[config.mk]
export PLATFORM = sky130hd
export DESIGN_NAME = uart_tx_arbiter_flat
export DESIGN_NICKNAME = d
export VERILOG_FILES = /design/src/rtl/uart_tx_arbiter_if.sv /design/src/rtl/uart_tx_arbiter.sv /design/src/flat_wrapper.sv
export SDC_FILE = /design/constraint.sdc
export NUM_CORES = 1
export LEC_CHECK = 0
export CORE_MARGIN = 1.5
export CORE_UTILIZATION = 40
export CTS_CLUSTER_SIZE = 10
export DETAILED_ROUTE_END_ITERATION = 16
export PLACE_DENSITY = 0.84
export SLEW_MARGIN = 10
export SYNTH_ARGS = -nofsm -noshare
export SYNTH_HDL_FRONTEND = slang
export SYNTH_SLANG_ARGS = --single-unit
[constraint.sdc]
create_clock -name clk -period 2 [get_ports clk]
set_clock_uncertainty 0.05 [all_clocks]
set_input_delay 0.2 -clock clk [delete_from_list [all_inputs] [get_ports clk]]
set_output_delay 0.2 -clock clk [all_outputs]
set_load 0.05 [all_outputs]
[src/rtl/uart_tx_arbiter_if.sv]
// Requester-side and transmitter-side signals of the UART TX arbiter.
// The arbiter uses the slave modport; requesters plus uarttx form the master side.
interface uart_tx_arbiter_if;
    logic [3:0]  req;
    logic [31:0] req_data;
    logic [3:0]  req_last;
    logic [3:0]  ack;
    logic [3:0]  grant;
    logic        busy;
    logic        err_timeout;
    logic [7:0]  tx_data;
    logic        tx_en;
    logic        tx_status;

    modport master (
        output req, req_data, req_last, tx_status,
        input  ack, grant, busy, err_timeout, tx_data, tx_en
    );

    modport slave (
        input  req, req_data, req_last, tx_status,
        output ack, grant, busy, err_timeout, tx_data, tx_en
    );
endinterface

[src/rtl/uart_tx_arbiter.sv]
// Round-robin, packet-locked arbiter sharing one uarttx among four byte requesters.
// All outputs are registered; ownership passes on only when a byte flagged last completes.
module uart_tx_arbiter #(
    parameter int BUSY_TIMEOUT = 32,
    parameter int CNT_W        = 6
) (
    input  logic               clk,
    input  logic               reset,
    uart_tx_arbiter_if.slave   bus
);
    typedef enum logic [1:0] {IDLE, WAIT_BUSY, WAIT_IDLE, HOLD} state_t;

    state_t             r_state, w_state_nxt;
    logic [1:0]         r_rr_ptr, r_owner, w_rr_ptr_nxt, w_owner_nxt;
    logic               r_last, w_last_nxt;
    logic [CNT_W-1:0]   r_cnt, w_cnt_nxt;
    logic [3:0]         r_grant, r_ack, w_grant_nxt, w_ack_nxt;
    logic [7:0]         r_tx_data, w_tx_data_nxt;
    logic               r_tx_en, r_err, r_busy, w_tx_en_nxt, w_err_nxt, w_busy_nxt;

    logic [1:0]         w_win, w_idx, w_cap_idx;
    logic               w_any, w_cap_idle, w_cap_hold, w_capture, w_timeout, w_done;

    // Scan offsets high to low so the lowest offset from rr_ptr wins.
    always_comb begin
        w_win = r_rr_ptr;
        w_any = 1'b0;
        w_idx = 2'd0;
        for (int k = 3; k >= 0; k--) begin
            w_idx = r_rr_ptr + 2'(k);
            if (bus.req[w_idx]) begin
                w_win = w_idx;
                w_any = 1'b1;
            end
        end
    end

    assign w_cap_idle = (r_state == IDLE) && bus.tx_status && w_any;
    assign w_cap_hold = (r_state == HOLD) && bus.tx_status && bus.req[r_owner];
    assign w_capture  = w_cap_idle || w_cap_hold;
    assign w_cap_idx  = w_cap_idle ? w_win : r_owner;
    // Timeout fires on the edge where the counter would reach BUSY_TIMEOUT.
    assign w_timeout  = (r_state == WAIT_BUSY) && bus.tx_status &&
                        (r_cnt == CNT_W'(BUSY_TIMEOUT - 1));
    assign w_done     = ((r_state == WAIT_IDLE) && bus.tx_status) || w_timeout;

    always_ff @(posedge clk or negedge reset) begin
        if (!reset) r_state <= IDLE;
        else        r_state <= w_state_nxt;
    end

    always_comb begin
        w_state_nxt = r_state;
        case (r_state)
            IDLE:      if (w_cap_idle) w_state_nxt = WAIT_BUSY;
            WAIT_BUSY: if (!bus.tx_status) w_state_nxt = WAIT_IDLE;
                       else if (w_timeout) w_state_nxt = r_last ? IDLE : HOLD;
            WAIT_IDLE: if (bus.tx_status) w_state_nxt = r_last ? IDLE : HOLD;
            HOLD:      if (w_cap_hold) w_state_nxt = WAIT_BUSY;
            default:   w_state_nxt = IDLE;
        endcase
    end

    always_comb begin
        w_grant_nxt   = r_grant;
        w_ack_nxt     = 4'b0000;
        w_tx_en_nxt   = 1'b0;
        w_err_nxt     = w_timeout;
        w_tx_data_nxt = r_tx_data;
        w_last_nxt    = r_last;
        w_owner_nxt   = r_owner;
        w_rr_ptr_nxt  = r_rr_ptr;
        w_cnt_nxt     = (r_state == WAIT_BUSY) ? r_cnt + CNT_W'(1) : r_cnt;
        w_busy_nxt    = (w_state_nxt != IDLE);
        if (w_capture) begin
            w_grant_nxt   = 4'b0001 << w_cap_idx;
            w_ack_nxt     = 4'b0001 << w_cap_idx;
            w_tx_en_nxt   = 1'b1;
            w_tx_data_nxt = bus.req_data[{w_cap_idx, 3'b000} +: 8];
            w_last_nxt    = bus.req_last[w_cap_idx];
            w_owner_nxt   = w_cap_idx;
            w_cnt_nxt     = '0;
        end
        if (w_done && r_last) begin
            w_grant_nxt  = 4'b0000;
            w_rr_ptr_nxt = r_owner + 2'd1;
        end
    end

    always_ff @(posedge clk or negedge reset) begin
        if (!reset) begin
            r_grant   <= 4'b0000;
            r_ack     <= 4'b0000;
            r_tx_en   <= 1'b0;
            r_err     <= 1'b0;
            r_busy    <= 1'b0;
            r_tx_data <= 8'h00;
            r_last    <= 1'b0;
            r_owner   <= 2'd0;
            r_rr_ptr  <= 2'd0;
            r_cnt     <= '0;
        end else begin
            r_grant   <= w_grant_nxt;
            r_ack     <= w_ack_nxt;
            r_tx_en   <= w_tx_en_nxt;
            r_err     <= w_err_nxt;
            r_busy    <= w_busy_nxt;
            r_tx_data <= w_tx_data_nxt;
            r_last    <= w_last_nxt;
            r_owner   <= w_owner_nxt;
            r_rr_ptr  <= w_rr_ptr_nxt;
            r_cnt     <= w_cnt_nxt;
        end
    end

    assign bus.grant       = r_grant;
    assign bus.ack         = r_ack;
    assign bus.tx_en       = r_tx_en;
    assign bus.err_timeout = r_err;
    assign bus.busy        = r_busy;
    assign bus.tx_data     = r_tx_data;
endmodule

[src/flat_wrapper.sv]
// flat-port wrapper written by rule: the top's interface ports become plain ports
module uart_tx_arbiter_flat 
#(
    parameter int BUSY_TIMEOUT = 32,
    parameter int CNT_W        = 6
)
  (clk, reset, bus_req, bus_req_data, bus_req_last, bus_tx_status, bus_ack, bus_grant, bus_busy, bus_err_timeout, bus_tx_data, bus_tx_en);
  uart_tx_arbiter_if bus_i ();
  input  logic clk;
  input  logic reset;
  input wire logic [$bits(bus_i.req)-1:0] bus_req;
  input wire logic [$bits(bus_i.req_data)-1:0] bus_req_data;
  input wire logic [$bits(bus_i.req_last)-1:0] bus_req_last;
  input wire logic [$bits(bus_i.tx_status)-1:0] bus_tx_status;
  output wire logic [$bits(bus_i.ack)-1:0] bus_ack;
  output wire logic [$bits(bus_i.grant)-1:0] bus_grant;
  output wire logic [$bits(bus_i.busy)-1:0] bus_busy;
  output wire logic [$bits(bus_i.err_timeout)-1:0] bus_err_timeout;
  output wire logic [$bits(bus_i.tx_data)-1:0] bus_tx_data;
  output wire logic [$bits(bus_i.tx_en)-1:0] bus_tx_en;
  assign bus_i.req = bus_req;
  assign bus_i.req_data = bus_req_data;
  assign bus_i.req_last = bus_req_last;
  assign bus_i.tx_status = bus_tx_status;
  assign bus_ack = bus_i.ack;
  assign bus_grant = bus_i.grant;
  assign bus_busy = bus_i.busy;
  assign bus_err_timeout = bus_i.err_timeout;
  assign bus_tx_data = bus_i.tx_data;
  assign bus_tx_en = bus_i.tx_en;
  uart_tx_arbiter #(.BUSY_TIMEOUT(BUSY_TIMEOUT), .CNT_W(CNT_W)) u_core (.clk(clk), .reset(reset), .bus(bus_i));
endmodule
==> results.toml, run 1 <==
[status]
status = "complete, but fails checks"
failed_checks = "setup timing"

[floorplanning]
row_count = 23
ios = 62
die-area_sq_um = 4527
die_x_um = 67.28
initial_core_util_pct = 41.32
chipHeight_um = 67.28
core_sq_um = 4000

[place]
place_area_sq_um = 2470
gp_congestion = 0.7738
dp_hpwl_mm = 3.202
io_buffers = 61

[sta]
setup_violations = 8
rsz0062_at_grt = "yes"
timing.final.crit_share_pct = 101.5
min_period_ns = 2.030
slew_headroom_pct = 64.45
setup_ws_ns = -0.02959
worstMarginPinSlew_ns = 0.5316
final-hold-violation-count = 0
fmax_mhz = 492.7
final_max_slew_viol_count = 0

[logic_synthesis]
yosysTopAreaCell = "dfrtp_1"
synth_cells = 164
synth_top_area_share_pct = 48.45
yosysUniqueCellTypes = 41
synth_nets = 208
yosysWarnings = 0
ys_seq_elements = 32
synth.area.top_cells = "dfrtp_1 48%, a21oi_1 8.5%, a222oi_1 5.5%"
syn_area_sq_um = 1653
synth-seq-area-share_pct = 48.45
syn_avg_cell_area_sq_um = 10.08

[worst_hold_path]
worst_hold_path_type = "input pin to async pin"

[layout]
num-nets-final = 296
diodes = 0
final_area_sq_um = 2726
fin_util_pct = 68.16
drive_above_1_share_pct = 20.95
area_delta_synth_final_pct = 64.95

[routing]
vias_per_cell = 5.508
drt-total-wl_mm = 4.819
first_pass_iters = 6
vias = 1669
drcViolationCount = 0
wl_per_cell_um = 15.90
drtIter0Drc = 107
antenna_left = 0

[setup_path]
path_cells = "and3b_1 > or4_4 > and2_4 > buf_6 > o31ai_4 > buf_12 > a222oi_1 > a21oi_1"
start_kind = "register"
crit_path_end_kind = "register"
cp_max_fo = 10
crit_type = "register to register"
crit_slowest_cell = "or4_4"
r2r_slack_ns = -0.03
worstPathRequired_ns = 2.17
cp.arrival_ns = 2.20
cpPeakStageDelay_ns = 0.42
crit_buf_inv = 2
critPathTopFamily = "simple AND/OR/NAND/NOR gates"

[cts]
clk_latency_ns = 0.29
cts_tree = "built"
cts_made_buffers = 5
cts-root-buf = "clkbuf_8"
cts_buffer_depth = 2
cts_hold_buffers = 0
cts_max_level = 2
clkTransAtPathRegs_ns = 0.07
cts.sink_count = 32

[global_route]
grt_overflow = 0
antenna_found_initial = 0
grt.total_usage_pct = 23.21
grt_max_degree = 33
grt_pass1_wl_mm = 7.562
grt_pass1_vias = 1658

[power_and_ir_drop]
peakVddDrop_mv = 0.8954
fin_total_pwr_mw = 4.236
p_leak_nw = 1.180
pwr_density_cell_nw_per_um2 = 1554

[flow_run]
drv_cap = 0
==> final timing paths <==
check                                                start                                 to  cells after the start
max reg2reg                 u_core.r_rr_ptr[1]$_DFFE_PN0P_  u_core.bus.tx_data[3]$_DFFE_PN0N_                      8
max                         u_core.r_rr_ptr[1]$_DFFE_PN0P_  u_core.bus.tx_data[3]$_DFFE_PN0N_                      8
min reg2reg                u_core.bus.grant[2]$_DFFE_PN0P_    u_core.bus.grant[2]$_DFFE_PN0P_                      2
min in group clk                           bus_req_data[7]  u_core.bus.tx_data[7]$_DFFE_PN0N_                      3
max in group asynchronous                            reset         u_core.bus.tx_en$_DFF_PN0_                      2
min                                                  reset          u_core.bus.busy$_DFF_PN0_                      2
==> cells in the mapped netlist (all sizes together) <==
cell type,n
nor3,1
o32ai,1
a211o,1
a21oi,28
and4b,1
mux2i,2
and3,2
nand4,2
nand3,3
a222oi,9
or3,1
nand2,13
ha,1
o21a,2
dfrtp,32
nor2b,4
or2,1
o21ai,6
o211ai,2
clkbuf,2
nand3b,3
o211a,1
buf,5
and2,2
a31oi,1
inv,7
nor2,19
o31ai,2
xnor2,3
mux4,1
and3b,1
or4,2
and4,1
xor2,2
==> flip-flops by register name, summed over array words and instances, names as in the netlist <==
register,cells
u_core.bus.ack,4
u_core.bus.busy,1
u_core.bus.err_timeout,1
u_core.bus.grant,4
u_core.bus.tx_data,8
u_core.bus.tx_en,1
u_core.r_cnt,6
u_core.r_last,1
u_core.r_owner,2
u_core.r_rr_ptr,2
u_core.r_state,2
==> per-layer routing <==
metal	vias to the layer above	wire length, um	track usage, %
met4	0	250	16.33
met1	793	1848	26.86
met2	73	2456	38.61
met3	23	262	4.333
met5	-	0	0
li1	780	-	-
==> stage by stage <==
| stage | hold WS (ns) | cells | TNS, ns | setup WS (ns) |
|---|---|---|---|---|
| final | 0.2627 | 303 | -0.1296 | -0.02959 |
| after detailed placement | 0.4695 | 287 | -7.021 | -0.4310 |
| after global routing | 0.2961 | 303 | -1.334 | -0.1793 |
| after floorplan | -0.1456 | 164 | 0 | 0.1143 |
| after CTS | 0.2796 | 301 | -0.1434 | -0.03210 |
| after global placement | 0.4639 | 287 | -5.607 | -0.3507 |
==> kinds of logic (layout without fill, tap and decap cells) <==
family	Yosys count	in the layout	share of synthesized area, %
simple gates	56	56	18.24
compound gates	53	54	23.54
flops	32	32	48.45
buf+inv	14	102	3.785
xor+xnor	5	5	2.650
mux	3	3	2.574
fa+ha+maj	1	1	0.7569
==> layout make-up <==
type / instances / area (sq um)
fillers: 305 / 1274
repair buffers: 87 / 875.8
multi-input cells: 119 / 853.3
flip-flops and latches: 32 / 800.8
clock buffers: 6 / 72.57
well taps: 50 / 62.56
clock inverters: 2 / 35.03
inverters: 7 / 26.28
==> timing repair <==
action / CTS / global route
gates resized for setup: 8 / 14
endpoints found under the setup margin: 14 / 17
endpoints found under the hold margin: 0 / 0
cloned: 1 / 1
buffers inserted: 5 / 1
pin swaps: 14 / 11
==> layout by cell type, fill, tap and decap left out, types with 2 or more instances in the layout <==
cell type         n
xnor2_1           3
or4_4             2
inv_1             7
nand4_1           2
dfrtp_1          32
a21oi_2           4
dlygate4sd2_1     4
xor2_1            2
a21oi_1          24
buf_12            4
buf_4            19
a222oi_1          9
nor2b_1           4
clkdlybuf4s50_1  57
buf_6             2
o21ai_0           4
nand2_2           2
o31ai_4           2
mux2i_1           2
nor2_1           19
o211ai_1          2
nand2_1          10
nand3b_1          3
nand3_4           2
clkbuf_8          5
==> where the power goes <==
| part | total, mW | internal [mW] | switching [mW] |
|---|---|---|---|
| Sequential | 1.08 | 0.896 | 0.180 |
| Clock | 0.610 | 0.369 | 0.241 |
| Combinational | 2.55 | 1.12 | 1.43 |
| Total | 4.24 | 2.38 | 1.85 |
Power figures use the tool's default switching activity.
==> run 2: changes to the inputs <==
Settings changed: CAP_MARGIN set to 25, PLACE_DENSITY 0.84 to 0.82.
Clock period 2 ns to 1.9 ns, I/O delays scaled along.
==> results.toml, run 2 (same netlist as run 1, synthesis figures left out) <==
[setup_path]
cp.arrival_ns = 2.08
cp_max_fo = 4
start_kind = "register"
worstPathRequired_ns = 2.02
crit_path_end_kind = "register"
path_cells = "buf_6 > nor2b_1 > o21ai_1 > o211ai_1 > buf_4 > o31ai_4 > buf_4 > a222oi_1 > a21oi_1"
r2r_slack_ns = -0.06
crit_slowest_cell = "dfrtp_1"
reg2reg_to = "u_core.bus.tx_data[6]$_DFFE_PN0N_"
reg2regPathDepth = 9
cpPeakStageDelay_ns = 0.39
cp_common_cell = "buf_4"
r2r-start = "u_core.r_rr_ptr[0]$_DFFE_PN0P_"
crit_type = "register to register"

[layout]
fin_cells = 305
area_delta_synth_final_pct = 61.62
num-nets-final = 298
final_cell_mix = "57 x clkdlybuf4s50_1, 32 x dfrtp_1, 27 x a21oi_1"
largest_reg_flops = 8
diodes = 0
fillCellCount = 320
drive_above_1_share_pct = 20.00
layout_commonest_cell = "clkdlybuf4s50_1"

[sta]
timing.final.crit_share_pct = 103.2
setup_violations = 9
fmax_mhz = 510.1
final_max_slew_viol_count = 0
finalSetupTns_ns = -0.2765
rsz0062_at_grt = "yes"
worstMarginPinSlew_ns = 0.5266
final-hold-violation-count = 0
slew_headroom_pct = 64.79
min_period_ns = 1.960
setup_ws_ns = -0.06024

[global_route]
grt_pass1_wl_mm = 7.396
grt_overflow = 0
grt.total_usage_pct = 22.33
grt_max_degree = 33
antenna_found_initial = 0
grt_pass1_vias = 1665

[routing]
vias = 1682
wl_per_cell_um = 15.76
drt-total-wl_mm = 4.808
drtIter0Drc = 110
antenna_left = 0
drcViolationCount = 0
first_pass_iters = 6
vias_per_cell = 5.515

[flow_run]
drv_cap = 0

[cts]
clk_latency_ns = 0.29
cts-root-buf = "clkbuf_8"
clkTransAtPathRegs_ns = 0.07
cts_buffer_depth = 2
cts_made_buffers = 5
cts_hold_buffers = 0
cts_max_level = 2
cts_tree = "built"
cts.sink_count = 32

[status]
status = "complete, but fails checks"
failed_checks = "setup timing"

[floorplanning]
chipHeight_um = 67.28
row_count = 23
core_sq_um = 4000
ios = 62
die-area_sq_um = 4527
initial_core_util_pct = 41.32
die_x_um = 67.28

[power_and_ir_drop]
pwr_density_cell_nw_per_um2 = 1637
p_leak_nw = 1.164
peakVddDrop_mv = 0.9475

[place]
dp_hpwl_mm = 3.325
gp_congestion = 0.7861
io_buffers = 61
numPlacedInstances = 292
dp_slack_ns = -0.5353

[worst_hold_path]
worst_hold_path_type = "input pin to async pin"
-- run 2: cell types whose count changed in the layout (fill, tap and decap cells not counted), moves of 2 or more --
cell     before  now
buf_4        19   25
a21oi_1      24   27
a21oi_2       4    1
buf_12        4    2
nand2_1      10   12
-- run 2: worst max-delay path by stage --
stage / start / slack [ns] / depth (start not counted) / to
after global placement: bus_req[0] / -0.46 / 7 / u_core.r_last$_DFFE_PN0N_
after CTS: u_core.r_rr_ptr[1]$_DFFE_PN0P_ / -0.08 / 7 / u_core.bus.tx_data[7]$_DFFE_PN0N_
after floorplan: u_core.r_rr_ptr[1]$_DFFE_PN0P_ / 0.01 / 6 / u_core.bus.tx_data[0]$_DFFE_PN0N_
after global routing: u_core.r_rr_ptr[1]$_DFFE_PN0P_ / -0.16 / 7 / u_core.bus.tx_data[4]$_DFFE_PN0N_
after detailed placement: bus_req[0] / -0.54 / 7 / u_core.bus.tx_data[1]$_DFFE_PN0N_
final: u_core.r_rr_ptr[0]$_DFFE_PN0P_ / -0.06 / 9 / u_core.bus.tx_data[6]$_DFFE_PN0N_
-- run 2: layout make-up --
type                    count  area (sq um)  share of cell area (%)
flip-flops and latches     32         800.8                   29.98
inverters                   7         26.28                  0.9836
clock buffers               6         72.57                   2.717
repair buffers             90         855.8                   32.04
clock inverters             2         35.03                   1.311
multi-input cells         118         818.3                   30.63
well taps                  50         62.56                   2.342
-- run 2: metal layers --
metal	share of wire (%)	GRT usage [%]	routed length, um	vias to the layer above
li1	-	-	-	787
met1	39	24.97	1858	823
met2	55	40.10	2630	65
met3	5.1	4.833	243	7
met4	1.6	10.71	76	0
met5	0	0	0	-
-- run 2: timing repair --
action                     in CTS  in global routing
buffers inserted                3                  2
setup endpoints to repair      24                 15
resized for setup               9                  5
pin swaps                       7                  5
-- run 2: where the power goes --
part	total (mW)	leakage (nW)	switching, mW	internal, mW
clock network	0.651	0.0552	0.262	0.389
logic	2.60	0.712	1.48	1.12
registers	1.12	0.396	0.177	0.943
-- run 2: stage by stage --
step           hold slack [ns]  utilization [%]  instance area [sq um]  power (mW)
3_5_place_dp            0.4751            62.37                   2495       3.566
5_1_grt                 0.2868            66.78                   2671       4.609
2_1_floorplan          -0.1556                -                   1653       2.625
6_report                0.2443            66.78                   2671       4.373
4_1_cts                 0.2632            66.12                   2645       4.298
3_3_place_gp            0.4574            62.37                   2495       3.503
-- run 2: worst max-delay path, delay by kind of cell, from the launching register on --
family	cells	cell delay, ns
AND/OR/NAND/NOR	1	0.16
flip-flops	1	0.39
buffers and inverters	3	0.46
AO/OA/AOI/OAI	5	0.78
==> run 3: changes to the inputs <==
--- a/config.mk
+++ b/config.mk
@@ -11,4 +11,5 @@
 export CTS_CLUSTER_SIZE = 10
 export DETAILED_ROUTE_END_ITERATION = 16
+export GPL_ROUTABILITY_DRIVEN = 0
 export PLACE_DENSITY = 0.82
 export SLEW_MARGIN = 10
--- a/constraint.sdc
+++ b/constraint.sdc
@@ -3,3 +3,3 @@
 set_input_delay 0.19 -clock clk [delete_from_list [all_inputs] [get_ports clk]]
 set_output_delay 0.19 -clock clk [all_outputs]
-set_load 0.05 [all_outputs]
+set_load 0.1 [all_outputs]
==> results.toml, run 3 (same netlist as run 1, synthesis figures left out) <==
[layout]
final_cell_mix = "41 x buf_4, 39 x clkdlybuf4s50_1, 32 x dfrtp_1"
num-nets-final = 298
diodes = 0
fillCellCount = 305
largest_reg_flops = 8
area_delta_synth_final_pct = 60.11
final_area_sq_um = 2646
layout_commonest_cell = "buf_4"
drive_above_1_share_pct = 28.24

[sta]
worstMarginPinSlew_ns = 0.4109
final_max_slew_viol_count = 0
rsz0062_at_grt = "yes"
fmax_mhz = 487.0
timing.final.crit_share_pct = 108.1
final-hold-violation-count = 0
setup_violations = 12
slew_headroom_pct = 72.61
setup_ws_ns = -0.1532
min_period_ns = 2.053

[cts]
cts_hold_buffers = 0
clk_latency_ns = 0.28
cts.sink_count = 32
cts_max_level = 2
cts_tree = "built"
cts_buffer_depth = 2
clkTransAtPathRegs_ns = 0.08
cts_made_buffers = 5
cts-root-buf = "clkbuf_8"

[routing]
antenna_left = 0
vias = 1688
drtIter0Drc = 144
drt-total-wl_mm = 4.820
first_pass_iters = 6
vias_per_cell = 5.534
drcViolationCount = 0
wl_per_cell_um = 15.80

[global_route]
grt_overflow = 0
grt_max_degree = 33
antenna_found_initial = 0
grt_pass1_vias = 1626
grt.total_usage_pct = 22.59
grt_pass1_wl_mm = 7.590

[floorplanning]
chipHeight_um = 67.28
ios = 62
core_sq_um = 4000
initial_core_util_pct = 41.32
die_x_um = 67.28
die-area_sq_um = 4527
row_count = 23

[status]
failed_checks = "setup timing"
status = "complete, but fails checks"

[power_and_ir_drop]
peakVddDrop_mv = 1.338
p_leak_nw = 1.194
fin_total_pwr_mw = 4.927
pwr_density_cell_nw_per_um2 = 1862

[place]
dp_hpwl_mm = 3.365
dp_slack_ns = -0.5360
io_buffers = 61
place_area_sq_um = 2440

[setup_path]
cp.arrival_ns = 2.22
start_kind = "register"
crit_type = "register to register"
crit_start = "u_core.r_rr_ptr[1]$_DFFE_PN0P_"
cp_max_fo = 4
crit_path_end_kind = "register"
r2r-start = "u_core.r_rr_ptr[1]$_DFFE_PN0P_"
worstPathRequired_ns = 2.06

[worst_hold_path]
worst_hold_path_type = "input pin to async pin"

[flow_run]
drv_cap = 0
-- run 3: cell type report --
class                      instances  area, sq um  share of cell area (%)
clock buffer                       5        68.82                   2.600
clock inverter                     3        42.54                   1.608
inverter                           7        26.28                  0.9929
multi-input combinational        119        838.3                   31.68
sequential                        32        800.8                   30.26
tap                               50        62.56                   2.364
timing repair buffer              89        807.0                   30.50
-- run 3: worst paths after layout --
check	end	slack [ns]	depth (start not counted)
worst min-delay path	u_core.bus.tx_data[2]$_DFFE_PN0N_	0.26	2
worst max register to register	u_core.bus.tx_data[2]$_DFFE_PN0N_	-0.15	7
worst max-delay path	u_core.bus.tx_data[2]$_DFFE_PN0N_	-0.15	7
min in group clk	u_core.bus.tx_data[3]$_DFFE_PN0N_	0.47	3
max in group asynchronous	u_core.r_cnt[0]$_DFFE_PN0P_	1.24	2
worst min register to register	u_core.bus.grant[3]$_DFFE_PN0P_	0.49	2
-- run 3: worst max-delay path: stages (launching register included) --
cell and delay [ns]:
dfrtp_1 0.41, and3b_1 0.19, or4_4 0.44, and2_4 0.18, o31ai_4 0.24, buf_2 0.21
a222oi_1 0.10, a21oi_1 0.18
-- run 3: per-stage QoR --
stage | TNS [ns] | utilization, % | hold slack, ns | std cells
floorplan | 0 | - | -0.1556 | 164
global placement | -10.09 | 60.99 | 0.4683 | 291
detailed placement | -11.34 | 60.99 | 0.4699 | 291
CTS | -0.6873 | 65.44 | 0.2726 | 303
global route | -2.072 | 66.16 | 0.2966 | 305
finish | -0.8492 | 66.16 | 0.2627 | 305
-- run 3: metal layers --
metal	vias to the layer above	share of wire (%)	GRT usage, %	wire (um)
met1	817	38	26.70	1811
met2	77	54	41.09	2600
met3	10	7.1	5.833	341
met4	0	1.4	4.847	66
met5	-	0	0	0
li1	784	-	-	-
-- run 3: power by group --
part / internal [mW] / total (mW) / switching (mW)
combinational: 1.07 / 3.15 / 2.09
clock: 0.388 / 0.653 / 0.265
sequential: 0.943 / 1.12 / 0.179
total: 2.40 / 4.93 / 2.53
-- run 3: repair_timing --
item | in CTS | in global routing
setup buffers | 3 | 2
hold endpoints to repair | 0 | 0
gates cloned | 1 | 1
gates resized for setup | 8 | 10
pin swaps | 3 | 9
setup endpoints to repair | 24 | 19
